## src/rtl/fifo_fwft_adapter_pkg.sv

```systemverilog
// Shared definitions for the fifo_synch first-word-fall-through read stage.
//   DATA_WIDTH_DEF : default word width, equal to MEMORY_WIDTH of fifo_synch
//   occ_e          : buffer occupancy encodings (EMPTY / ONE / TWO)
//   pending_words  : words buffered plus in flight, minus the word leaving
package fifo_fwft_adapter_pkg;

  localparam int DATA_WIDTH_DEF = 4;

  typedef enum logic [1:0] {
    OCC_EMPTY = 2'd0,
    OCC_ONE   = 2'd1,
    OCC_TWO   = 2'd2
  } occ_e;

  // Evaluated at 3 bits so the subtraction of a popped word cannot wrap.
  function automatic logic [2:0] pending_words(input logic [1:0] occ,
                                               input logic       inflight,
                                               input logic       pop);
    return {1'b0, occ} + {2'b00, inflight} - {2'b00, pop};
  endfunction

endpackage

```

## src/rtl/fifo_fwft_adapter_if.sv

```systemverilog
// Handshake bundle between fifo_synch, the FWFT adapter and the downstream sink.
//   fifo_empty / fifo_rdata / fifo_r_en : pop interface of fifo_synch
//   out_valid / out_ready / out_data    : first-word-fall-through stream
//   occupancy                           : words held in the adapter (0..2)
// Modports: master = adapter side, slave = FIFO/sink side, monitor = observer.
interface fifo_fwft_adapter_if
  import fifo_fwft_adapter_pkg::*;
#(
  parameter int DATA_WIDTH = DATA_WIDTH_DEF
);

  logic                  fifo_empty;
  logic [DATA_WIDTH-1:0] fifo_rdata;
  logic                  fifo_r_en;
  logic                  out_valid;
  logic                  out_ready;
  logic [DATA_WIDTH-1:0] out_data;
  logic [1:0]            occupancy;

  modport master (
    input  fifo_empty, fifo_rdata, out_ready,
    output fifo_r_en, out_valid, out_data, occupancy
  );

  modport slave (
    output fifo_empty, fifo_rdata, out_ready,
    input  fifo_r_en, out_valid, out_data, occupancy
  );

  modport monitor (
    input fifo_empty, fifo_rdata, fifo_r_en, out_valid, out_ready, out_data, occupancy
  );

endinterface

```

## src/rtl/fifo_fwft_adapter.sv

```systemverilog
// FWFT read stage for fifo_synch: prefetches into a 2-entry head/skid buffer so the
// sink sees the head word with no read latency, sustaining 1 word/clk.
// Ports:
//   clk   : single clock, all state on posedge
//   rst_n : synchronous active-low reset; also forces fifo_r_en low
//   bus   : fifo_fwft_adapter_if.master (fifo_empty/fifo_rdata in, fifo_r_en out,
//           out_valid/out_data/occupancy out, out_ready in)
module fifo_fwft_adapter
  import fifo_fwft_adapter_pkg::*;
#(
  parameter int DATA_WIDTH = DATA_WIDTH_DEF
) (
  input  logic                   clk,
  input  logic                   rst_n,
  fifo_fwft_adapter_if.master    bus
);

  occ_e                  occ_r;
  occ_e                  occ_nxt_s;
  logic                  inflight_r;
  logic                  out_valid_r;
  logic [DATA_WIDTH-1:0] head_r;
  logic [DATA_WIDTH-1:0] skid_r;
  logic [DATA_WIDTH-1:0] head_nxt_s;
  logic [DATA_WIDTH-1:0] skid_nxt_s;
  logic                  pop_s;
  logic                  push_s;
  logic                  r_en_s;

  // State register: occupancy, in-flight flag, registered valid and the two slots.
  always_ff @(posedge clk) begin
    if (!rst_n) begin
      occ_r       <= OCC_EMPTY;
      inflight_r  <= 1'b0;
      out_valid_r <= 1'b0;
      head_r      <= {DATA_WIDTH{1'b0}};
      skid_r      <= {DATA_WIDTH{1'b0}};
    end else begin
      occ_r       <= occ_nxt_s;
      inflight_r  <= r_en_s;
      out_valid_r <= (occ_nxt_s != OCC_EMPTY);
      head_r      <= head_nxt_s;
      skid_r      <= skid_nxt_s;
    end
  end

  // Next-state logic: a push is the read data landing one cycle after the r_en.
  always_comb begin
    occ_nxt_s  = occ_r;
    head_nxt_s = head_r;
    skid_nxt_s = skid_r;
    case ({push_s, pop_s})
      2'b10: begin
        case (occ_r)
          OCC_EMPTY: begin
            head_nxt_s = bus.fifo_rdata;
            occ_nxt_s  = OCC_ONE;
          end
          OCC_ONE: begin
            skid_nxt_s = bus.fifo_rdata;
            occ_nxt_s  = OCC_TWO;
          end
          default: occ_nxt_s = occ_r;
        endcase
      end
      2'b01: begin
        case (occ_r)
          OCC_ONE: occ_nxt_s = OCC_EMPTY;
          OCC_TWO: begin
            head_nxt_s = skid_r;
            occ_nxt_s  = OCC_ONE;
          end
          default: occ_nxt_s = occ_r;
        endcase
      end
      2'b11: begin
        // Only reachable in ONE: the incoming word replaces the departing head.
        case (occ_r)
          OCC_ONE: head_nxt_s = bus.fifo_rdata;
          default: occ_nxt_s  = occ_r;
        endcase
      end
      default: occ_nxt_s = occ_r;
    endcase
  end

  // Output logic: the read request looks through this cycle's pop (out_ready path).
  always_comb begin
    pop_s  = out_valid_r & bus.out_ready;
    push_s = inflight_r;
    if (rst_n && !bus.fifo_empty && (pending_words(occ_r, inflight_r, pop_s) < 3'd2)) begin
      r_en_s = 1'b1;
    end else begin
      r_en_s = 1'b0;
    end
  end

  assign bus.fifo_r_en = r_en_s;
  assign bus.out_valid = out_valid_r;
  assign bus.out_data  = head_r;
  assign bus.occupancy = occ_r;

endmodule

```

## src/flat_wrapper.sv

```systemverilog
// flat-port wrapper written by rule: the top's interface ports become plain ports
module fifo_fwft_adapter_flat import fifo_fwft_adapter_pkg::*;
#(
  parameter int DATA_WIDTH = DATA_WIDTH_DEF
)
  (clk, rst_n, bus_fifo_empty, bus_fifo_rdata, bus_out_ready, bus_fifo_r_en, bus_out_valid, bus_out_data, bus_occupancy);
  fifo_fwft_adapter_if #(.DATA_WIDTH(DATA_WIDTH)) bus_i ();
  input  logic clk;
  input  logic rst_n;
  input wire logic [$bits(bus_i.fifo_empty)-1:0] bus_fifo_empty;
  input wire logic [$bits(bus_i.fifo_rdata)-1:0] bus_fifo_rdata;
  input wire logic [$bits(bus_i.out_ready)-1:0] bus_out_ready;
  output wire logic [$bits(bus_i.fifo_r_en)-1:0] bus_fifo_r_en;
  output wire logic [$bits(bus_i.out_valid)-1:0] bus_out_valid;
  output wire logic [$bits(bus_i.out_data)-1:0] bus_out_data;
  output wire logic [$bits(bus_i.occupancy)-1:0] bus_occupancy;
  assign bus_i.fifo_empty = bus_fifo_empty;
  assign bus_i.fifo_rdata = bus_fifo_rdata;
  assign bus_i.out_ready = bus_out_ready;
  assign bus_fifo_r_en = bus_i.fifo_r_en;
  assign bus_out_valid = bus_i.out_valid;
  assign bus_out_data = bus_i.out_data;
  assign bus_occupancy = bus_i.occupancy;
  fifo_fwft_adapter #(.DATA_WIDTH(DATA_WIDTH)) u_core (.clk(clk), .rst_n(rst_n), .bus(bus_i));
endmodule
```

## config.mk

```make
export PLATFORM = sky130hd
export DESIGN_NAME = fifo_fwft_adapter_flat
export DESIGN_NICKNAME = d
export VERILOG_FILES = /design/src/rtl/fifo_fwft_adapter_pkg.sv /design/src/rtl/fifo_fwft_adapter_if.sv /design/src/rtl/fifo_fwft_adapter.sv /design/src/flat_wrapper.sv
export SDC_FILE = /design/constraint.sdc
export NUM_CORES = 1
export LEC_CHECK = 0
export BUFFER_PORTS_ARGS = -buffer_cell sky130_fd_sc_hd__buf_4
export CAP_MARGIN = 30
export CORE_UTILIZATION = 47
export CTS_CLUSTER_DIAMETER = 30
export DETAILED_ROUTE_END_ITERATION = 6
export GPL_ROUTABILITY_DRIVEN = 0
export PLACE_DENSITY = 0.7
export SYNTH_ARGS = -nofsm -noshare
export SYNTH_HDL_FRONTEND = slang
export SYNTH_SLANG_ARGS = --single-unit
```

## constraint.sdc

```tcl
create_clock -name clk -period 1.76 [get_ports clk]
set_input_delay 0.088 -clock clk [delete_from_list [all_inputs] [get_ports clk]]
set_output_delay 0.088 -clock clk [all_outputs]
set_load 0.005 [all_outputs]
```

==> results.txt, run 1 <==
The routed length per placed instance is 14.9 µm. The floorplan step defined a core boundary enclosing 1490 µm². The number of violations reported at the end of detailed-routing iteration 0 is 15. CTS built an H-tree with a depth of 1. The boundary pin count is 16.

The period utilization came out at 106%. The proportion of register bits with asynchronous set or reset after synthesis came out at 0%. The post-synthesis share of cell area spent on xor and xnor gates came out at 1.17%. The cell count after synthesis came out at 82. sky130_fd_sc_hd__dfxtp_1 takes more of the synthesized area than any other cell.

During synthesis, Yosys emitted a total of 0 warnings. TritonCTS built the clock tree. The share of Yosys cell area claimed by the top area cell type is 32.1%.

Across the VDD grid, the largest voltage drop is 0.705 mV. The run finished, with violations left. The worst hold path belongs to the class primary input to flip-flop. The number of antenna violations at the first check in global routing is 0. The post-route total power is 1.34 mW. The number of routed nets with antenna violations is 0. Signal routing reaches up to met4. The ratio of total power to cell area is 1340 nW/µm². The netlist uses 28 different library cells. The clock skew came out at 0.00529 ns. The share of the Yosys chip area taken by registers is 32.1%. In the final design database the tool counted 121 nets. The global-route wire length before repair came out at 2.90 mm. The number of input and output port buffers inserted is 15.

Max-cap violations in this run came to 0. The termination of the worst setup path is bus_fifo_r_en. The layout cell share with drive strength beyond 1 is 36.8%. The area overhead of the layout relative to synthesis came out at 33.1%. Setup violations remaining at the end of the flow were counted as 1. The die is 41.9 µm tall. The required time of the critical path came out at 1.67 ns. Global routing consumed, over all layers together, 22.0% of the routing resources.

The CTS root buffer is sky130_fd_sc_hd__clkbuf_4. For this run, the leading register cell type out of synthesis is sky130_fd_sc_hd__dfxtp_1. The clock passes through at most 2 buffers. The cell area after placement came out at 893 µm².

The final period demand of the worst path came out at 1.86 ns. The total clock buffers created by CTS is 3. Tracing the worst setup path back leads to its startpoint at u_core.bus.out_valid. The iteration count of the initial detailed-routing pass came out at 4.

The total wirelength of the detailed-routed design is 1.82 mm. The clock sink total is 12. At the pin with the least slew margin, the transition time is 0.286 ns.

The floorplan has 14 rows. The initial utilization of the core area, before any placement, comes to 50.3%. In this run the tightest slew margin relative to its limit is 80.6%. The area enclosed by the die boundary came out at 1760 µm². The netlist area before placement is 748 µm². The register bit count reported by yosys is 12.

The number of endpoints with negative hold slack in the final report is 0. The number of global-route vias before repair was 667. The chip width is 41.9 µm. Summing the areas of all compound-gate instances in the mapped netlist gives 21.7% of the synthesized area.

The final HPWL from detailed placement is 1.26 mm. After Yosys synthesis, full adders, half adders and majority gates account for 11.0% of the synthesized area. The via density per instance is 6.07. The synthesized netlist devotes 16.9% of its cell area to simple gates. The pin count of the biggest net entering global routing is 20. The reg-to-reg setup timing slack came out at 0.11 ns. Summed over all nets, wire length on met3 after detailed routing comes to 84 µm. The post-synth net total is 96.

The endpoint identified for the worst register-to-register timing path is u_core.bus.out_data[2]. The arrival time at the worst endpoint is 1.78 ns. After synthesis, the cell types taking the most area are sky130_fd_sc_hd__dfxtp_1, sky130_fd_sc_hd__mux2i_1, sky130_fd_sc_hd__ha_1, sky130_fd_sc_hd__a31oi_1, sky130_fd_sc_hd__a221oi_1.

The max-slew violation count is 0. The number of antenna cells inserted came out at 0. The detailed router placed 741 vias in this run. Setup repair after global routing could not meet its margin everywhere. The average cell area after synthesis came out at 9.12 µm². The dominant combinational cell family by area after synthesis is compound AO/OA/AOI/OAI gates. The startpoint identified for the worst register-to-register timing path is u_core.bus.occupancy[0]. The standby leakage power came out at 0.435 nW.

The mux share of post-synthesis cell area is 10.7%. The total met2 wirelength after detailed routing came out at 860 µm. Once layout is done, the placed cells without fillers occupy 996 µm². The placed instance count came out at 115. The met1 wire length came out at 858 µm. The clock-pin slew reported for the worst setup and hold paths after clock tree synthesis is 0.08 ns. The type of the setup path with the least slack is flip-flop to output pin.

The clock insertion delay at the later pin of the skew report is 0.28 ns. The endpoint class of the critical path is an output pin. The kind of start point of the critical path is a flip-flop.

The setup TNS came out at -0.103 ns. In this run the worst path has a maximum fanout of 4. The global route total overflow came out at 0.

The final reports fail on negative setup slack. Across all setup checks in the final design, the least slack found is -0.103 ns. The achievable frequency came out at 537 MHz. In this run, synthesis inferred 0 flip-flops with an integrated enable.

The filler-free cell count of the finished design is 122. The number of design rule violations left after detail routing is 0. The number of cells on the worst reg-to-reg path is 6.
synthesized netlist by cell type (3+ instances only):
master                      n
sky130_fd_sc_hd__inv_1      3
sky130_fd_sc_hd__nand2_1    4
sky130_fd_sc_hd__dfxtp_1   12
sky130_fd_sc_hd__mux2i_1    8
sky130_fd_sc_hd__ha_1       5
sky130_fd_sc_hd__o21ai_0    6
sky130_fd_sc_hd__a21oi_1    5
sky130_fd_sc_hd__nand3_1    3
sky130_fd_sc_hd__nand4_1    5
sky130_fd_sc_hd__a221oi_1   4
sky130_fd_sc_hd__a31oi_1    6
stage by stage:
stage | hold WS, ns | utilization (%) | setup slack (ns)
global placement | 0.268 | 60.0 | 0.146
finish | 0.0750 | 66.9 | -0.103
detailed placement | 0.270 | 60.0 | 0.0952
CTS | 0.0664 | 65.3 | -0.0998
global route | 0.0787 | 66.9 | -0.179
floorplan | 0.166 | - | 0.0908
repair_timing:
action                                  4_1_cts  5_1_grt
setup buffers                                 2        0
endpoints found under the setup margin        1        2
gates resized for setup                       8        6
pin swaps                                     0        3
cloned                                        0        0
hold endpoints to repair                      1        0
hold buffers                                  1        0
power by group:
| part | switching, mW | total, mW | internal (mW) |
|---|---|---|---|
| logic | 0.372 | 0.723 | 0.351 |
| registers | 0.0480 | 0.391 | 0.343 |
| clock network | 0.0983 | 0.224 | 0.126 |
final cells by class:
cell class / count / area (µm²)
sequential: 12 / 243
timing repair buffer: 24 / 186
multi-input combinational: 62 / 495
inverter: 4 / 15.0
fill: 133 / 493
tap: 16 / 20.0
clock buffer: 4 / 36.3
worst max-delay path: stages, from the launching register on:
cell and delay, ns:
sky130_fd_sc_hd__dfxtp_2 0.34, sky130_fd_sc_hd__and2_4 0.17, sky130_fd_sc_hd__nor2_4 0.10, sky130_fd_sc_hd__o21ai_2 0.07, sky130_fd_sc_hd__fa_2 0.54, sky130_fd_sc_hd__nand2_2 0.06
sky130_fd_sc_hd__nor3_2 0.09, sky130_fd_sc_hd__buf_4 0.13
worst min path at each step:
stage	endpoint	slack (ns)	cells after the start	startpoint
4_1_cts	u_core.bus.occupancy[1]	0.07	2	rst_n
3_3_place_gp	u_core.inflight_r	0.27	2	bus_fifo_empty
3_5_place_dp	u_core.inflight_r	0.27	2	bus_fifo_empty
2_1_floorplan	u_core.inflight_r	0.17	1	bus_fifo_empty
6_report	u_core.bus.occupancy[1]	0.08	2	rst_n
5_1_grt	u_core.bus.occupancy[1]	0.08	2	rst_n
cells in the final DEF, fill, tap and decap left out, types with 2 or more instances in the layout:
| master | Yosys | final |
|---|---|---|
| sky130_fd_sc_hd__ha_1 | 5 | 5 |
| sky130_fd_sc_hd__mux2i_1 | 8 | 7 |
| sky130_fd_sc_hd__o21ai_0 | 6 | 5 |
| sky130_fd_sc_hd__nor2b_1 | 2 | 2 |
| sky130_fd_sc_hd__nand3_1 | 3 | 3 |
| sky130_fd_sc_hd__nand4_1 | 5 | 5 |
| sky130_fd_sc_hd__buf_4 | 0 | 22 |
| sky130_fd_sc_hd__a21oi_1 | 5 | 5 |
| sky130_fd_sc_hd__inv_1 | 3 | 3 |
| sky130_fd_sc_hd__a221oi_1 | 4 | 3 |
| sky130_fd_sc_hd__nand2_1 | 4 | 3 |
| sky130_fd_sc_hd__dfxtp_1 | 12 | 10 |
| sky130_fd_sc_hd__clkbuf_4 | 0 | 3 |
| sky130_fd_sc_hd__dfxtp_2 | 0 | 2 |
| sky130_fd_sc_hd__a31oi_1 | 6 | 6 |
routing by layer:
metal  track usage, %  vias up
met3             7.39        2
met2             33.4       16
li1                 -      357
met4             6.45        0
met5                0        -
met1             29.4      366
registers in the layout, indices dropped and copies added (netlist names):
signal and count:
u_core.inflight_r 1, u_core.bus.out_valid 1, u_core.bus.occupancy 2, u_core.bus.out_data 4
u_core.skid_r 4
logic make-up after synthesis:
family,Yosys count
DFF,12
adders and majority gates,6
and+or+nand+nor,22
AOI/OAI and AO/OA,25
xor gates and xnor gates,1
buffers and inverters,8
muxes,8
Power figures use the tool's default switching activity.
==> run 2: changes to the inputs <==
--- a/config.mk
+++ b/config.mk
@@ -5,13 +5,14 @@
 export SDC_FILE = /design/constraint.sdc
 export NUM_CORES = 1
 export LEC_CHECK = 0
+export ABC_AREA = 1
 export BUFFER_PORTS_ARGS = -buffer_cell sky130_fd_sc_hd__buf_4
 export CAP_MARGIN = 30
 export CORE_UTILIZATION = 47
 export CTS_CLUSTER_DIAMETER = 30
 export DETAILED_ROUTE_END_ITERATION = 6
 export GPL_ROUTABILITY_DRIVEN = 0
-export PLACE_DENSITY = 0.7
+export PLACE_DENSITY = 0.78
 export SYNTH_ARGS = -nofsm -noshare
 export SYNTH_HDL_FRONTEND = slang
 export SYNTH_SLANG_ARGS = --single-unit
==> run 2 against run 1 <==
Compared with the run above:
- the flow still finishes with violations (negative setup slack)
- die area decreased by 5.3%
- count of clock-buffer cells in the layout did not move
- hold slack improved by 0.016 ns
- flip-flop and latch count unchanged
- utilization rose by 2.9 points
- largest cell class unchanged
==> results.txt, run 2 <==
The global route total overflow came out at 0 (unchanged). The path type of the worst min-delay path is primary input to flip-flop. The achievable frequency is 540 MHz (+0.70%). Leaving out fill and tap cells, the most frequent cell in the layout is sky130_fd_sc_hd__nand2_1.

The number of input and output port buffers inserted came out at 15 (unchanged). Setup repair after global routing could not meet its margin everywhere. The cell count after synthesis is 104 (+27%). The vias after detailed routing came out at 698 (-5.8%). The worst hold-check slack is 0.0909 ns (+0.0159 ns). The count of final setup violators came out at 1 (unchanged). The checks that failed: negative setup slack. The final HPWL from detailed placement is 1.11 mm (-11%). The required time of the critical path is 1.67 ns (about the same). The total wirelength of the detailed-routed design is 1.60 mm (-12%). The proportion of register bits with asynchronous set or reset after synthesis is 0% (unchanged).

The worst setup path is captured at an output pin. The boundary pin count was 16 (unchanged). The routed length per placed instance came out at 11.2 µm (-25%). The net switching share of the total power came out at 32.4% (-6.4 points). In this run the most critical hold path is launched from rst_n. The beginning of the worst register-to-register path is u_core.bus.occupancy[1]. The effective utilization at floorplan was 52.4% (+2.1 points). The worst-case setup margin in the final layout came out at -0.0903 ns (+0.0129 ns). The CTS root buffer is sky130_fd_sc_hd__clkbuf_4. The final period demand of the worst path was 1.85 ns (-0.0129 ns). The overall fraction of global-route tracks in use is 23.7% (+1.7 points). The average cell area after synthesis is 6.80 µm² (-26%). The sequential fraction of design power is 40.1% (+11 points). The reg-to-reg setup timing slack is 0.26 ns (+0.15 ns).

The final-stage net count is 143 (+18%). The number of global-route vias before repair is 582 (-13%). The number of enable flip-flop cells after synthesis is 0 (unchanged). The vertical die dimension is 40.8 µm (-2.7%). The clock-pin slew reported for the worst setup and hold paths after clock tree synthesis came to 0.08 ns (about the same). The part of the total power dissipated in the clock network came out at 27.5% (+11 points). The placed instance count came to 136 (+18%). The transition time at the pin with the least slew margin is 0.304 ns (+0.0179 ns). The number of H-tree levels came to 1 (unchanged). The summed area of non-filler cells in the final layout is 942 µm² (-5.4%). The area of the placeable core is 1350 µm² (-9.3%).

The switching power total is 0.264 mW (-49%). The clock skew came out at 0.00639 ns (+0.00109 ns). The via density per instance is 4.88 (-20%).

The number of design rule violations left after detail routing came to 0 (unchanged). Leaving out fill and tap cells, the most frequent cells in the layout are sky130_fd_sc_hd__nand2_1, sky130_fd_sc_hd__buf_4, sky130_fd_sc_hd__inv_1. The post-route total power came out at 0.816 mW (-39%).

The largest total area in the synthesized netlist belongs to sky130_fd_sc_hd__dfxtp_1. The count of yosys warnings during synthesis was 0 (unchanged). The launch point of the critical path is u_core.bus.out_valid. The share of Yosys cell area claimed by the top area cell type came out at 34.0% (+1.9 points). The number of antenna cells inserted came out at 0 (unchanged).

The cell area after placement is 856 µm² (-4.2%). The biggest fanout along the worst timing path is 4 (unchanged). The global-route wire length before repair is 2.50 mm (-14%). The iteration count of the initial detailed-routing pass is 4 (unchanged). The number of violations reported at the end of detailed-routing iteration 0 is 23 (+8). The worst setup path is launched from a flip-flop.

The netlist area before placement is 707 µm² (-5.5%). The number of endpoints with negative hold slack in the final report came to 0 (unchanged). The layout cell share with drive strength beyond 1 came out at 28.9% (-7.9 points). The clock sink total came out at 12 (unchanged).

Yosys attributes the largest share of cell area to sky130_fd_sc_hd__dfxtp_1, sky130_fd_sc_hd__nand2_1, sky130_fd_sc_hd__ha_1, sky130_fd_sc_hd__inv_1, sky130_fd_sc_hd__nand3_1. The most common cell in the netlist is sky130_fd_sc_hd__nand2_1. The area enclosed by the die boundary is 1660 µm² (-5.3%). The run finished, with violations left.

The arrival time at the worst endpoint came out at 1.76 ns (-0.02 ns). The filler-free cell count of the finished design is 143 (+17%). The number of antenna violations at the first check in global routing came out at 0 (unchanged). The number of standard-cell rows in the floorplan is 13 (-1).

The combinational share of power came out at 32.3% (-22 points). The ratio of total power to cell area came out at 866 nW/µm² (-36%). The clock insertion delay at the later pin of the skew report is 0.28 ns (about the same). The post-synthesis cell type count was 18 (-36%).

The number of max-cap violations came out at 0 (unchanged). The relative slew slack came out at 79.7% (-0.84 points). The number of routed nets with antenna violations came out at 0 (unchanged). The total clock buffers created by CTS came out at 3 (unchanged).

The commonest cells after synthesis are sky130_fd_sc_hd__nand2_1, sky130_fd_sc_hd__inv_1, sky130_fd_sc_hd__dfxtp_1, sky130_fd_sc_hd__nand3_1, sky130_fd_sc_hd__nor2_1. The max-slew violation count is 0 (unchanged). The worst setup path is of the flip-flop to output pin kind. The period utilization is 105% (-0.73 points). Among all flip-flop cells after synthesis, the most frequent one is sky130_fd_sc_hd__dfxtp_1. The pin count of the biggest net entering global routing is 9 (-55%). The internal power component is 0.552 mW (-33%).

The largest vdd supply drop came to 0.490 mV (-31%). The maximum clock path buffer count is 2 (unchanged). The post-synth net total came out at 118 (+23%).

TritonCTS built the clock tree. The register area share after synthesis came out at 34.0% (+1.9 points). The register bit count reported by yosys came out at 12 (unchanged).

The chip width came to 40.8 µm (-2.7%). From synthesis to final layout, the design area changed by 33.3%. The standby leakage power came out at 0.509 nW (+17%).
-- run 2: cell type report --
class / instances / area (µm²)
timing repair buffer: 21 / 160
tap: 15 / 18.8
clock buffer: 4 / 36.3
multi-input combinational: 75 / 422
inverter: 16 / 60.1
sequential: 12 / 245
fill: 117 / 408
-- run 2: cells by family (layout without fill, tap and decap cells) --
logic type / Yosys count / after routing / synth area share, %
AO/OA/AOI/OAI: 6 / 6 / 4.25
XOR/XNOR: 1 / 1 / 1.24
adder cells (fa/ha/maj): 6 / 6 / 11.7
buffers and inverters: 17 / 41 / 9.20
flip-flops: 12 / 12 / 34.0
AND/OR/NAND/NOR: 62 / 62 / 39.6
-- run 2: worst paths after layout --
check,end,depth (start not counted)
setup / recovery,bus_fifo_r_en,8
hold / removal,u_core.bus.out_data[3],3
setup reg to reg,u_core.bus.out_data[2],8
hold reg to reg,u_core.skid_r[2],2
-- run 2: per-layer routing --
metal	routed length, µm	global-route usage [%]	vias to the layer above
li1	-	-	370
met1	682	28.5	300
met2	784	40.2	24
met3	108	4.89	4
met4	27	10.0	0
met5	0	0	-
-- run 2: critical path, stage by stage, from the launching register on --
cell,delay (ns)
sky130_fd_sc_hd__dfxtp_2,0.34
sky130_fd_sc_hd__nand2_4,0.10
sky130_fd_sc_hd__inv_2,0.03
sky130_fd_sc_hd__nor2_1,0.09
sky130_fd_sc_hd__o21ai_1,0.09
sky130_fd_sc_hd__fa_1,0.50
sky130_fd_sc_hd__nand2_2,0.06
sky130_fd_sc_hd__nor3_2,0.14
sky130_fd_sc_hd__buf_4,0.13
-- run 2: what timing repair did --
item	in CTS	in global routing
hold buffers	1	0
resized for setup	8	2
setup endpoints to repair	1	1
buffers inserted	1	1
pin swaps	1	3
hold endpoints to repair	1	0
-- run 2: through the flow --
stage | utilization [%] | worst slack, ns | TNS [ns]
floorplan | - | 0.147 | 0
global placement | 63.4 | 0.178 | 0
detailed placement | 63.4 | 0.128 | 0
CTS | 68.7 | -0.0455 | -0.0455
global route | 69.8 | -0.158 | -0.158
finish | 69.8 | -0.0903 | -0.0903
-- run 2: power groups by stage --
stage / clock (mW) / combinational, mW / sequential (mW)
3_3_place_gp: 0 / 0.229 / 0.328
6_report: 0.225 / 0.264 / 0.327
2_1_floorplan: 0 / 0.136 / 0.332
3_5_place_dp: 0 / 0.233 / 0.329
5_1_grt: 0.239 / 0.297 / 0.333
4_1_cts: 0.226 / 0.253 / 0.326
